<file path="config.mk">
export PLATFORM = sky130hd
export DESIGN_NAME = demux1to2_buf
export DESIGN_NICKNAME = d
export VERILOG_FILES = /design/src/rtl/demux1to2_buf_pkg.sv /design/src/rtl/demux1to2_buf_fifo_sync.sv /design/src/rtl/demux1to2_buf.sv
export SDC_FILE = /design/constraint.sdc
export NUM_CORES = 1
export LEC_CHECK = 0
export CAP_MARGIN = 10
export CORE_MARGIN = 2
export CORE_UTILIZATION = 57
export DETAILED_ROUTE_END_ITERATION = 7
export DONT_BUFFER_PORTS = 1
export GPL_TIMING_DRIVEN = 1
export PLACE_DENSITY = 0.75
export SLEW_MARGIN = 30
export SYNTH_ARGS = -nofsm -noshare
export SYNTH_HDL_FRONTEND = slang
export SYNTH_HIERARCHICAL = 1
export SYNTH_SLANG_ARGS = --single-unit
</file>
<file path="constraint.sdc">
create_clock -name clk -period 2.7 [get_ports clk]
set_input_delay 0.675 -clock clk [delete_from_list [all_inputs] [get_ports clk]]
set_output_delay 0.675 -clock clk [all_outputs]
set_load 0.01 [all_outputs]
</file>
<file path="src/rtl/demux1to2_buf_pkg.sv">
// Datapath constants shared by the store-path fan-out blocks.
// Stream width and per-output buffer depth.
package demux1to2_buf_pkg;

    localparam int DP_WIDTH = 32;
    localparam int DP_DEPTH = 2;

endpackage

</file>
<file path="src/rtl/demux1to2_buf_fifo_sync.sv">
// Small synchronous FIFO: registered storage, read head driven from regs.
// Push is ignored when full and pop when empty; no bypass in either direction.
module fifo_sync #(
    parameter int WIDTH = 32,
    parameter int DEPTH = 2
) (
    input  logic                       clk,
    input  logic                       reset,
    input  logic                       push,
    input  logic [WIDTH-1:0]           wdata,
    output logic                       full,
    input  logic                       pop,
    output logic [WIDTH-1:0]           rdata,
    output logic                       empty,
    output logic [$clog2(DEPTH+1)-1:0] count
);

    localparam int AW = $clog2(DEPTH);
    localparam int CW = $clog2(DEPTH+1);
    localparam logic [AW-1:0] PTR_ONE  = AW'(1);
    localparam logic [CW-1:0] CNT_ONE  = CW'(1);
    localparam logic [CW-1:0] CNT_FULL = CW'(DEPTH);

    logic [WIDTH-1:0] r_mem [DEPTH];
    logic [AW-1:0]    r_wptr;
    logic [AW-1:0]    r_rptr;
    logic [CW-1:0]    r_count;
    logic             w_push;
    logic             w_pop;

    assign full   = (r_count == CNT_FULL);
    assign empty  = (r_count == '0);
    assign count  = r_count;
    assign rdata  = r_mem[r_rptr];
    assign w_push = push && !full;
    assign w_pop  = pop && !empty;

    always_ff @(posedge clk) begin
        if (reset) begin
            for (int i = 0; i < DEPTH; i++) begin
                r_mem[i] <= '0;
            end
            r_wptr  <= '0;
            r_rptr  <= '0;
            r_count <= '0;
        end else begin
            if (w_push) begin
                r_mem[r_wptr] <= wdata;
                r_wptr        <= r_wptr + PTR_ONE;
            end
            if (w_pop) begin
                r_rptr <= r_rptr + PTR_ONE;
            end
            // Simultaneous push and pop leaves occupancy unchanged.
            case ({w_push, w_pop})
                2'b10:   r_count <= r_count + CNT_ONE;
                2'b01:   r_count <= r_count - CNT_ONE;
                default: r_count <= r_count;
            endcase
        end
    end

endmodule

</file>
<file path="src/rtl/demux1to2_buf.sv">
// Buffered 1:2 demux: one valid/ready producer fanned out to two sinks,
// each behind its own FIFO so a stalled sink never blocks the other.
module demux1to2_buf
    import demux1to2_buf_pkg::*;
#(
    parameter int WIDTH = DP_WIDTH,
    parameter int DEPTH = DP_DEPTH
) (
    input  logic                       clk,
    input  logic                       reset,
    input  logic [WIDTH-1:0]           in_data,
    input  logic                       in_sel,
    input  logic                       in_valid,
    output logic                       in_ready,
    output logic [WIDTH-1:0]           out0_data,
    output logic                       out0_valid,
    input  logic                       out0_ready,
    output logic [$clog2(DEPTH+1)-1:0] out0_count,
    output logic [WIDTH-1:0]           out1_data,
    output logic                       out1_valid,
    input  logic                       out1_ready,
    output logic [$clog2(DEPTH+1)-1:0] out1_count
);

    logic w_full0;
    logic w_full1;
    logic w_empty0;
    logic w_empty1;
    logic w_push0;
    logic w_push1;

    // Ready depends only on the selected FIFO's occupancy.
    assign in_ready   = in_sel ? !w_full1 : !w_full0;
    assign w_push0    = in_valid && in_ready && !in_sel;
    assign w_push1    = in_valid && in_ready && in_sel;
    assign out0_valid = !w_empty0;
    assign out1_valid = !w_empty1;

    fifo_sync #(
        .WIDTH (WIDTH),
        .DEPTH (DEPTH)
    ) u_fifo0 (
        .clk   (clk),
        .reset (reset),
        .push  (w_push0),
        .wdata (in_data),
        .full  (w_full0),
        .pop   (out0_ready),
        .rdata (out0_data),
        .empty (w_empty0),
        .count (out0_count)
    );

    fifo_sync #(
        .WIDTH (WIDTH),
        .DEPTH (DEPTH)
    ) u_fifo1 (
        .clk   (clk),
        .reset (reset),
        .push  (w_push1),
        .wdata (in_data),
        .full  (w_full1),
        .pop   (out1_ready),
        .rdata (out1_data),
        .empty (w_empty1),
        .count (out1_count)
    );

endmodule

</file>
==> results.py <==
metrics = {
    "run_status": {
        "outcome": "completed",
    },
    "drt": {
        "route.detailed.drc": 0,
        "firstDrtPassIters": 4,
        "viasPerCell": 5.555,
        "top_layer": "met4",
        "ant_nets": 0,
        "wl_per_cell_um": 19.47,
        "first_iter_violations": 159,
        "met1_length_um": 4458,
        "routed_wl_um": 12130,
        "wl_met3_um": 1126,
        "dr_wl_met2_um": 6304,
        "via_count": 3461,
    },
    "floorplan": {
        "initial_core_util": 0.5909,
        "die_area_um2": 11600,
        "core_area_um2": 10370,
        "die_w_um": 107.7,
        "die_y_um": 107.7,
        "num_rows": 37,
        "ioPinCount": 109,
    },
    "flow_run": {
        "maxCapViolations": 0,
    },
    "timing": {
        "setup_violations": 0,
        "fmax_mhz": 426.7,
        "rsz0062_at_grt": "no",
        "skew_ns": 0.005148,
        "setup_ws_ns": 0.3564,
        "relSlewSlack": 0.6972,
        "maxSlewViolCount": 0,
        "fin_tns_setup_ns": 0,
        "worst_pin_slew_ns": 0.4541,
        "fin_crit_ns": 2.344,
        "fin_crit_sh": 0.8680,
        "hold_viol": 0,
    },
    "logic_synthesis": {
        "yosys.area_share.simple": 0.1660,
        "synth_area_um2": 6127,
        "synth_top_family_by_area": "simple AND/OR/NAND/NOR gates",
        "synth_nets": 513,
        "yosysSeqAreaShare": 0.6600,
        "avgSynthCellArea_um2": 12.95,
        "synth_compound_area_frac": 0.008985,
        "synthArstFlopShare": 0,
        "muxShareOfSynthArea": 0.1193,
        "synth-xor-area-share": 0.008577,
        "ys.flop_type": "edfxtp_1",
        "synth_fa_ha_area_frac": 0.004084,
        "synthDistinctLibCells": 24,
        "synth_seq_cells": 138,
        "synth_warnings": 6,
        "postSynthCellCount": 473,
        "synth-edff-count": 128,
    },
    "worst_setup_path": {
        "r2r_slack_ns": 0.36,
        "critPathKind": "flop to primary output",
        "cp_max_fo": 32,
        "r2r_cells": 7,
        "cp.arrival_ns": 1.67,
        "r2r-end": "u_fifo0/r_mem[0][20]",
        "end_kind": "primary output",
        "crit_required_ns": 2.03,
        "start_kind": "flop",
        "r2r_start": "u_fifo0/count[0]",
    },
    "power_and_ir_drop": {
        "cellPowerDensity_nw_per_um2": 919.8,
        "pwr-share-comb": 0.196,
        "p_leak_nw": 2.484,
        "p_clk_frac": 0.370,
        "internal-power_mw": 4.630,
        "ir_drop_v": 0.0006701,
        "p_sw_mw": 1.649,
        "seq_power_share": 0.433,
        "sw_frac_of_total": 0.2626,
    },
    "clock_tree": {
        "root_buffer": "clkbuf_8",
        "htreeDepth": 4,
        "tritoncts": "built",
        "numCtsBuffers": 17,
        "cts_hold_buf": 0,
        "cts_buffer_depth": 2,
        "cts_num_sinks": 138,
        "clk_latency_ns": 0.52,
        "cts_resized": 0,
        "path_clk_slew_ns": 0.06,
        "post_cts_buffers": 0,
    },
    "global_route": {
        "grt_pass1_vias": 3458,
        "antenna_found_initial": 0,
        "grt_usage": 0.2192,
        "overflow": 0,
        "grt_pass1_wl_um": 18410,
        "grt_max_degree": 79,
    },
    "cells_and_area": {
        "final_common_cell": "nor2_1",
        "antennaDiodeCount": 0,
        "nFillCells": 791,
        "final_cell_mix": "134 x nor2_1, 128 x edfxtp_1, 68 x nand2b_1",
        "area_delta_synth_final_pct": 11.42,
        "nets": 514,
        "final_area_um2": 6827,
        "drive_gt1_frac": 0.2279,
    },
    "hold_path": {
        "min_path_cells": 1,
        "hold_path_class": "primary input to flop",
        "min_from": "reset",
        "worstHoldEndpoint": "u_fifo0/r_wptr",
    },
    "place": {
        "dp_hpwl_um": 7759,
        "routabilityCongestion": 0.7738,
        "portBuffers": 0,
        "placed_area_um2": 6220,
        "pre_cts_ws_ns": 0.3772,
    },
}
## synth_stat cells (4+ instances only)
cell type / n / area (um^2)
nor2_1: 134 / 503.0
buf_2: 6 / 30.03
buf_6: 8 / 90.09
or3_1: 4 / 25.02
xnor2_1: 4 / 35.03
a21oi_1: 4 / 20.02
clkbuf_1: 16 / 60.06
nand2b_1: 68 / 425.4
o21ai_0: 4 / 20.02
inv_1: 4 / 15.01
dfxtp_1: 10 / 200.2
edfxtp_1: 128 / 3844
mux2_2: 64 / 720.7
## how the worst max path moves through the flow
stage                                start                   end  slack [ns]  cells past startpoint
after global routing      u_fifo0/count[0]  u_fifo0/r_mem[0][20]        0.18                      7
after CTS                             flop         out1_data[18]        0.35                      2
final                                 flop         out1_data[18]        0.36                      2
after floorplan           u_fifo0/count[0]   u_fifo0/r_mem[0][0]        0.02                      7
after detailed placement  u_fifo0/count[0]  u_fifo0/r_mem[0][22]        0.38                      7
after global placement    u_fifo0/count[0]  u_fifo0/r_mem[0][27]        0.46                      7
## critical path: stages, from the launching register on
cell and delay, ns:
dfxtp_1 0.30, buf_4 0.39, mux2_2 0.44
## power groups by stage
stage / Combinational, mW / Sequential [mW] / Clock (mW)
global route: 1.33 / 2.75 / 2.45
global placement: 1.23 / 2.75 / 0
floorplan: 1.06 / 2.74 / 0
CTS: 1.25 / 2.72 / 2.36
finish: 1.23 / 2.72 / 2.32
detailed placement: 1.25 / 2.77 / 0
## sequential cells by signal (all words and copies together) (netlist names), named ones only
| register | cells |
|---|---|
| u_fifo0/r_mem | 64 |
| u_fifo1/r_mem | 64 |
| u_fifo0/count | 2 |
| u_fifo1/count | 2 |
| u_fifo0/r_rptr | 1 |
| u_fifo0/r_wptr | 1 |
| u_fifo1/r_rptr | 1 |
| u_fifo1/r_wptr | 1 |
## cell families (layout without fill, tap and decap cells)
group	count (synthesis)	after routing
simple gates	216	216
flops	138	138
mux	65	65
buf+inv	36	50
compound gates	10	10
xor+xnor	6	6
fa+ha+maj	2	2
## metrics by stage
stage / util / std cells / total power [mW] / hold WS, ns
floorplan: - / 473 / 3.798 / 0.4629
finish: 0.6583 / 623 / 6.279 / 0.2511
global route: 0.6583 / 623 / 6.536 / 0.2176
global placement: 0.5998 / 591 / 3.975 / 0.4683
detailed placement: 0.5998 / 591 / 4.015 / 0.4763
CTS: 0.6583 / 623 / 6.338 / 0.2111
## metal layers
layer  track usage  vias up
met1        0.2417     1698
met5             0        -
met2        0.3751      122
met3       0.08898       20
li1              -     1621
met4       0.09066        0
## area by class of cell
| type | instances | area, um^2 | area share |
|---|---|---|---|
| inverter | 6 | 22.52 | 0.003299 |
| tap | 136 | 170.2 | 0.02493 |
| clock buffer | 25 | 494.2 | 0.07240 |
| sequential | 138 | 4044 | 0.5924 |
| timing repair buffer | 12 | 102.6 | 0.01503 |
| multi-input combinational | 299 | 1881 | 0.2755 |
| clock inverter | 7 | 112.6 | 0.01650 |
Note: power is estimated with default switching activity, not from simulation.
